--- config.mk ---
export PLATFORM = sky130hd
export DESIGN_NAME = axi2apb_xfer_ctrl
export DESIGN_NICKNAME = d
export VERILOG_FILES = /design/src/rtl/axi2apb_xfer_ctrl.sv
export SDC_FILE = /design/constraint.sdc
export NUM_CORES = 1
export LEC_CHECK = 0
export CORE_ASPECT_RATIO = 1.5
export CORE_MARGIN = 2
export CORE_UTILIZATION = 40
export CTS_CLUSTER_DIAMETER = 40
export DETAILED_ROUTE_END_ITERATION = 8
export GPL_TIMING_DRIVEN = 0
export PLACE_DENSITY = 0.83
export SLEW_MARGIN = 20
export SYNTH_ARGS = -nofsm -noshare
export SYNTH_HDL_FRONTEND = slang
export SYNTH_SLANG_ARGS = --single-unit
--- constraint.sdc ---
create_clock -name ACLK -period 2.4 [get_ports ACLK]
set_clock_uncertainty 0.1 [all_clocks]
set_input_delay 0.24 -clock ACLK [delete_from_list [all_inputs] [get_ports ACLK]]
set_output_delay 0.24 -clock ACLK [all_outputs]
set_load 0.02 [all_outputs]
--- src/rtl/axi2apb_xfer_ctrl.sv ---
// AXI-Lite to APB transfer controller: read/write arbitration, built-in slot decode,
// one APB SETUP/ACCESS sequence at a time with bounded wait, then B or R response.
module axi2apb_xfer_ctrl #(
  parameter logic [3:0]  SLV_MAP = 4'b0010,
  parameter int unsigned TIMEOUT = 16
) (
  input  logic        ACLK,
  input  logic        ARESETn,
  input  logic [31:0] AWADDR,
  input  logic        AWVALID,
  output logic        AWREADY,
  input  logic [31:0] WDATA,
  input  logic        WVALID,
  output logic        WREADY,
  output logic [1:0]  BRESP,
  output logic        BVALID,
  input  logic        BREADY,
  input  logic [31:0] ARADDR,
  input  logic        ARVALID,
  output logic        ARREADY,
  output logic [31:0] RDATA,
  output logic [1:0]  RRESP,
  output logic        RVALID,
  input  logic        RREADY,
  output logic [3:0]  PSEL,
  output logic        PENABLE,
  output logic        PWRITE,
  output logic [15:0] PADDR,
  output logic [31:0] PWDATA,
  input  logic [31:0] PRDATA,
  input  logic        PREADY,
  input  logic        PSLVERR
);

  typedef enum logic [1:0] {S_IDLE, S_SETUP, S_ACCESS, S_RESP} state_e;
  typedef enum logic {GNT_WRITE, GNT_READ} gnt_e;

  localparam logic [7:0] CNT_LAST = 8'(TIMEOUT - 1);
  localparam logic [1:0] RESP_OKAY   = 2'b00;
  localparam logic [1:0] RESP_SLVERR = 2'b10;

  state_e      state_q;
  gnt_e        last_q;
  logic [7:0]  cnt_q;
  logic        awready_q;
  logic        arready_q;
  logic        bvalid_q;
  logic [1:0]  bresp_q;
  logic        rvalid_q;
  logic [1:0]  rresp_q;
  logic [31:0] rdata_q;
  logic [3:0]  psel_q;
  logic        penable_q;
  logic        pwrite_q;
  logic [15:0] paddr_q;
  logic [31:0] pwdata_q;

  logic        wr_req;
  logic        rd_req;
  logic        gnt_rd_d;
  logic        gnt_wr_d;
  logic [31:0] gnt_addr;
  logic [3:0]  psel_d;
  logic        hit_d;
  logic [7:0]  cnt_d;

  assign wr_req   = AWVALID && WVALID;
  assign rd_req   = ARVALID;
  assign gnt_rd_d = rd_req && (!wr_req || (last_q == GNT_WRITE));
  assign gnt_wr_d = wr_req && (!rd_req || (last_q == GNT_READ));
  assign gnt_addr = arready_q ? ARADDR : AWADDR;
  assign cnt_d    = cnt_q + 8'd1;

  always_comb begin
    psel_d = '0;
    for (int unsigned n = 0; n < 4; n++) begin
      if (SLV_MAP[n[1:0]] && (gnt_addr[31:16] == (16'hA000 + 16'(n))))
        psel_d[n[1:0]] = 1'b1;
    end
    hit_d = |psel_d;
  end

  // READY is raised one cycle after the request is seen; the edge that closes
  // that READY cycle is the handshake, where address/data are latched and decoded.
  always_ff @(posedge ACLK or negedge ARESETn) begin
    if (!ARESETn) begin
      state_q   <= S_IDLE;
      last_q    <= GNT_WRITE;
      cnt_q     <= '0;
      awready_q <= 1'b0;
      arready_q <= 1'b0;
      bvalid_q  <= 1'b0;
      bresp_q   <= '0;
      rvalid_q  <= 1'b0;
      rresp_q   <= '0;
      rdata_q   <= '0;
      psel_q    <= '0;
      penable_q <= 1'b0;
      pwrite_q  <= 1'b0;
      paddr_q   <= '0;
      pwdata_q  <= '0;
    end else begin
      case (state_q)
        S_IDLE: begin
          if (awready_q || arready_q) begin
            awready_q <= 1'b0;
            arready_q <= 1'b0;
            pwrite_q  <= awready_q;
            paddr_q   <= gnt_addr[15:0];
            if (awready_q) pwdata_q <= WDATA;
            if (hit_d) begin
              psel_q  <= psel_d;
              state_q <= S_SETUP;
            end else begin
              if (awready_q) begin
                bvalid_q <= 1'b1;
                bresp_q  <= RESP_SLVERR;
              end else begin
                rvalid_q <= 1'b1;
                rresp_q  <= RESP_SLVERR;
                rdata_q  <= '0;
              end
              state_q <= S_RESP;
            end
          end else if (gnt_rd_d) begin
            arready_q <= 1'b1;
            last_q    <= GNT_READ;
          end else if (gnt_wr_d) begin
            awready_q <= 1'b1;
            last_q    <= GNT_WRITE;
          end
        end
        S_SETUP: begin
          penable_q <= 1'b1;
          state_q   <= S_ACCESS;
        end
        S_ACCESS: begin
          if (PREADY) begin
            psel_q    <= '0;
            penable_q <= 1'b0;
            cnt_q     <= '0;
            if (pwrite_q) begin
              bvalid_q <= 1'b1;
              bresp_q  <= PSLVERR ? RESP_SLVERR : RESP_OKAY;
            end else begin
              rvalid_q <= 1'b1;
              rresp_q  <= PSLVERR ? RESP_SLVERR : RESP_OKAY;
              rdata_q  <= PRDATA;
            end
            state_q <= S_RESP;
          end else if (cnt_q == CNT_LAST) begin
            psel_q    <= '0;
            penable_q <= 1'b0;
            cnt_q     <= '0;
            if (pwrite_q) begin
              bvalid_q <= 1'b1;
              bresp_q  <= RESP_SLVERR;
            end else begin
              rvalid_q <= 1'b1;
              rresp_q  <= RESP_SLVERR;
              rdata_q  <= '0;
            end
            state_q <= S_RESP;
          end else begin
            cnt_q <= cnt_d;
          end
        end
        S_RESP: begin
          if ((bvalid_q && BREADY) || (rvalid_q && RREADY)) begin
            bvalid_q <= 1'b0;
            rvalid_q <= 1'b0;
            state_q  <= S_IDLE;
          end
        end
        default: state_q <= S_IDLE;
      endcase
    end
  end

  assign AWREADY = awready_q;
  assign WREADY  = awready_q;
  assign ARREADY = arready_q;
  assign BVALID  = bvalid_q;
  assign BRESP   = bresp_q;
  assign RVALID  = rvalid_q;
  assign RRESP   = rresp_q;
  assign RDATA   = rdata_q;
  assign PSEL    = psel_q;
  assign PENABLE = penable_q;
  assign PWRITE  = pwrite_q;
  assign PADDR   = paddr_q;
  assign PWDATA  = pwdata_q;

endmodule

==> results of run 1 <==
[metal layers]
layer  share of wire  global-route usage  vias up
li1                -                   -     1847
met1            0.36               0.225     1904
met2            0.53               0.396      173
met3           0.091              0.0729       16
met4           0.017              0.0741        0
met5               0                   0        -
[logic make-up (layout without fill, tap and decap cells)]
kind of cell,count (synthesis),count (layout)
adders and majority gates,5,5
xor gates and xnor gates,2,2
muxes,86,86
DFF,100,100
other,1,5
AOI/OAI and AO/OA,48,48
buffers and inverters,40,288
and+or+nand+nor,103,103
[worst max-delay path, delay by kind of cell]
family	cells	cell delay, ns
muxes	1	0.31
buffers and inverters	3	0.70
and+or+nand+nor	2	0.76
AOI/OAI and AO/OA	2	0.41
[per-stage QoR]
stage	hold slack, ns	setup TNS, ns	power [mW]	area (µm²)
after floorplan	-0.156	0	5.27	4610
after global placement	0.363	-281.94	7.16	7060
after detailed placement	-0.00281	-15.18	7.31	7090
after CTS	0.204	0	8.90	7460
after global routing	0.214	0	9.38	7490
final	0.210	0	8.83	7490
[placed cells by master (no fill, tap or decap), types with 4 or more instances in the layout]
cell type,Yosys,final
clkdlybuf4s50_1,0,225
buf_4,6,10
nor4_1,4,4
clkbuf_16,0,9
nand3_1,10,9
mux2_2,39,39
nand2_1,33,31
buf_6,3,4
clkbuf_1,16,17
mux2i_1,17,17
o22ai_1,5,4
mux2_1,30,30
conb_1,1,5
inv_1,11,11
ha_1,5,5
and3_1,36,36
dfrtp_1,100,100
o21ai_0,30,29
[sequential cells by signal, indices dropped and copies added, names as in the netlist]
name	count
BRESP	1
cnt_q	8
RRESP	1
PENABLE	1
RDATA	32
PSEL	1
state_q	2
ARREADY	1
AWREADY	1
PWRITE	1
BVALID	1
PADDR	16
RVALID	1
last_q	1
PWDATA	32
[report_power, final]
group | internal [mW] | leakage (nW) | switching, mW
combinational | 2.37 | 1.94 | 2.31
sequential | 2.35 | 1.25 | 0.374
clock | 0.829 | 0.138 | 0.597
[how the worst max path moves through the flow]
stage | end | slack, ns
6_report | RDATA[13] | 0.08
5_1_grt | RDATA[15] | 0.02
4_1_cts | RDATA[15] | 0.02
3_5_place_dp | RDATA[19] | -0.47
3_3_place_gp | PADDR[11] | -2.70
2_1_floorplan | RDATA[0] | 0.15
[timing repair]
| item | in CTS | in global routing |
|---|---|---|
| hold endpoints to repair | 28 | 0 |
| resized for setup | 4 | 6 |
| buffers inserted | 4 | 1 |
| hold buffers | 1 | 0 |
| endpoints found under the setup margin | 33 | 30 |
| pin swaps | 3 | 3 |
[layout make-up]
| class | instances | area (µm²) |
|---|---|---|
| Buffer | 29 | 158 |
| Clock buffer | 11 | 243 |
| Clock inverter | 4 | 50.0 |
| Fill cell | 885 | 3860 |
| Inverter | 11 | 41.3 |
| Multi-Input combinational cell | 249 | 1950 |
| Sequential cell | 100 | 2500 |
| Tap cell | 150 | 188 |
| Timing Repair Buffer | 233 | 2350 |
==> impl_metrics.toml, run 1 <==
[outcome]
outcome = "finished, final reports clean"

[power]
peakVddDrop_mv = 0.775
powerDensity_nw_per_um2 = 1180
leakagePower_nw = 3.33

[routing]
vias_per_cell = 5.01
vias = 3940
firstDrtPassIters = 4
ant_nets = 0
routed_wl_um = 13100
wl_per_cell_um = 16.7
drcViolationCount = 0
drtIter0Drc = 124

[run]
cap_violations = 0

[global_routing]
grt_usage = 0.215
grt_pass1_wl_um = 20900
grt_max_degree = 82
first_global_vias = 4266
grt_overflow = 0
antenna_found_initial = 0

[logic_synthesis]
synthesis.area_um2 = 4600
yosys.area_share.simple = 0.121
synth.ff_latch_count = 100
yosysMostFrequentCell = "dfrtp_1"
synth_top_family_by_area = "multiplexers"
synthMuxAreaShare = 0.206
synth_cells = 385
synth_common_cells = "dfrtp_1, mux2_2, and3_1"
synth_top_area_frac = 0.544
synth_compound_gate_area_share = 0.0675
ys_types = 39
ys_top_cells_by_area = "dfrtp_1, mux2_2, mux2_1, and3_1, mux2i_1"
synth_fa_ha_area_frac = 0.0136
synth_edf_count = 0
synthArstFlopShare = 1.00
ys_seq_area_frac = 0.544
ys.flop_type = "dfrtp_1"
yosys.area.top_type = "dfrtp_1"
yosys_warnings = 0
synth_xor_area_frac = 0.00381
avgSynthCellArea_um2 = 11.9

[floorplanning]
die_area_um2 = 12400
die_x_um = 91.5
initial_utilization = 0.405
num_io_pins = 232
core_region_area_um2 = 11400
die_h_um = 135
rows = 48

[clocking]
cts_buffers = 9
clock_path_buffers = 2
cts_tree = "done"
clk_latency_ns = 0.34
h-tree-depth = 3
cts.sinks = 100
clockRootBuffer = "clkbuf_16"
clk_pin_slew_ns = 0.07

[placement]
dp_hpwl_um = 10300
dp_slack_ns = -0.470
finalWeightedCongestion = 0.813
placedCellCount = 766
port_buffers = 226

[setup_path]
start_kind = "input port"
r2r-end = "RDATA[13]"
slowest_delay_ns = 0.48
critPathKind = "in -> reg"
endpoint_kind = "register"
crit_chain = "clkdlybuf4s50_1 > nor4b_1 > nand3_1 > o22ai_4 > a211oi_4 > buf_12 > buf_6 > mux2_1"
r2r_slack_ns = 0.13
startpoint = "ARADDR[20]"
cpMaxStageDelayCell = "nor4b_1"
ff2ff_path_depth = 9
cp.arrival_ns = 2.43
reg2reg_from = "state_q[0]"
worstPathRequired_ns = 2.51
path_max_fanout = 10

[timing]
fmaxAchievable_mhz = 431
period_minus_slack_ns = 2.32
setup_slack_ns = 0.0782
slew_violations = 0
setup_viol = 0
tightest_slew_ns = 0.711
relSlewSlack = 0.526
rsz0062_at_grt = "false"
finalCritPeriodShare = 0.967
report.final.hold_viol_count = 0

[finish]
nNetsFinal = 775
instances_no_fill = 787
area_growth_pct = 62.8
diodes = 0
drive_gt1_frac = 0.130
fin_util = 0.660

[worst_hold_path]
hp-class = "in -> async"
Note: power is estimated with default switching activity, not from simulation.
==> run 2: changes to the inputs <==
Settings changed: GPL_TIMING_DRIVEN 0 to unset.
==> impl_metrics.toml, run 2 (synthesis results as in run 1) <==
[timing]
tightest_slew_ns = 0.764
finalCritPeriodShare = 0.991
fmaxAchievable_mhz = 420
timing.hold.ws_ns = 0.376
report.final.hold_viol_count = 0
relSlewSlack = 0.491
tns_ns = 0
setup_viol = 0
slew_violations = 0
period_minus_slack_ns = 2.38

[setup_path]
startpoint = "state_q[1]"
start_kind = "register"
path_max_fanout = 8
reg2reg_from = "state_q[1]"
endpoint_kind = "register"
worstPathRequired_ns = 2.52
cp.arrival_ns = 2.50
critPathKind = "reg -> reg"

[routing]
vias_per_cell = 5.11
drcViolationCount = 0
ant_nets = 0
routed_wl_um = 13800
wl_per_cell_um = 17.8
vias = 3964
drtIter0Drc = 165
firstDrtPassIters = 4

[power]
peakVddDrop_mv = 0.662
switchingPower_mw = 3.40
powerDensity_nw_per_um2 = 1230
pwr-share-clk = 0.173
seqPwrFrac = 0.300
power_mw = 9.18
swShare = 0.370
p_int_mw = 5.78
pwr-share-comb = 0.527
leakagePower_nw = 3.35

[floorplanning]
die_x_um = 91.5
die_h_um = 135
num_io_pins = 232
initial_utilization = 0.405
rows = 48
die_area_um2 = 12400
core_region_area_um2 = 11400

[global_routing]
grt_usage = 0.219
grt_pass1_wl_um = 21100
first_global_vias = 4165
antenna_found_initial = 0
grt_max_degree = 59
grt_overflow = 0

[placement]
placedCellCount = 752
port_buffers = 226
dp_hpwl_um = 10200
finalWeightedCongestion = 0.856
place_area_um2 = 7050

[finish]
nNetsFinal = 762
diodes = 0
area_growth_pct = 62.7
layout_commonest_cell = "clkdlybuf4s50_1"
design_area_um2 = 7480
layout_common_cells = "clkdlybuf4s50_1, dfrtp_1, mux2_2"
nFillCells = 833
drive_gt1_frac = 0.134
instances_no_fill = 775

[outcome]
outcome = "finished, final reports clean"

[run]
cap_violations = 0

[clocking]
clockRootBuffer = "clkbuf_16"
h-tree-depth = 3
cts.sinks = 100
cts_buffers = 9
clk_latency_ns = 0.34
cts_tree = "done"
clock_path_buffers = 2
clk_pin_slew_ns = 0.07

[worst_hold_path]
min-delay-start = "PADDR[12]"
hp-class = "reg -> reg"
-- run 2: cell count changes in the layout (fill, tap and decap cells not counted), moves of 2 or more --
| cell | change |
|---|---|
| clkbuf_1 | -15 |
| clkinvlp_4 | -2 |
| buf_4 | +9 |
| buf_2 | -3 |
| ha_2 | +2 |
| buf_6 | -3 |
| ha_1 | -2 |
-- run 2: per-stage QoR --
step / setup slack, ns / util
2_1_floorplan: 0.147 / -
4_1_cts: 0.0749 / 0.651
3_3_place_gp: -0.123 / 0.621
5_1_grt: -0.0547 / 0.659
6_report: 0.0214 / 0.659
3_5_place_dp: -0.135 / 0.621
-- run 2: area by class of cell --
cell class	count	area (µm²)	area share
tap	150	188	0.0251
multi-input combinational	249	1940	0.259
clock buffer	13	260	0.0348
sequential	100	2500	0.335
clock inverter	3	68.8	0.00920
inverter	11	41.3	0.00552
timing repair buffer	249	2480	0.332
-- run 2: what timing repair did --
action,in CTS,in global routing
buffers inserted,0,4
hold endpoints to repair,56,0
endpoints found under the setup margin,0,33
resized for setup,0,5
hold buffers,1,0
-- run 2: per-layer routing --
| metal | global-route usage | share of wire | wire (µm) |
|---|---|---|---|
| met1 | 0.225 | 0.36 | 4950 |
| met5 | 0 | 0 | 0 |
| met2 | 0.413 | 0.53 | 7280 |
| met4 | 0.0918 | 0.028 | 392 |
| met3 | 0.0601 | 0.087 | 1200 |
-- run 2: power by group through the flow --
stage          clock, mW  sequential, mW  combinational [mW]
3_3_place_gp           0            2.74                4.43
2_1_floorplan          0            3.46                1.81
3_5_place_dp           0            2.78                4.55
5_1_grt             1.68            2.84                5.13
6_report            1.58            2.75                4.84
4_1_cts             1.62            2.76                4.57
-- run 2: critical path, stage by stage (launching register included) --
cell,delay [ns]
dfrtp_1,0.41
inv_1,0.10
ha_2,0.22
nor3b_1,0.18
nor2_1,0.21
nand2_2,0.11
a211oi_4,0.25
buf_4,0.19
clkbuf_16,0.16
mux2_1,0.33
-- run 2: final timing paths --
path / endpoint / slack [ns] / cells after the start
hold reg to reg: PADDR[12] / 0.38 / 2
min in group asynchronous: PWDATA[3] / 0.45 / 2
setup / recovery: RDATA[18] / 0.02 / 9
setup reg to reg: RDATA[18] / 0.02 / 9
hold / removal: PADDR[12] / 0.38 / 2
max in group asynchronous: RDATA[15] / 1.06 / 3
==> run 3: changes to the inputs <==
Settings changed: HOLD_SLACK_MARGIN set to 0.02.
==> results of run 3 <==
The final DEF is identical to that of run 2; final timing and power are the same.
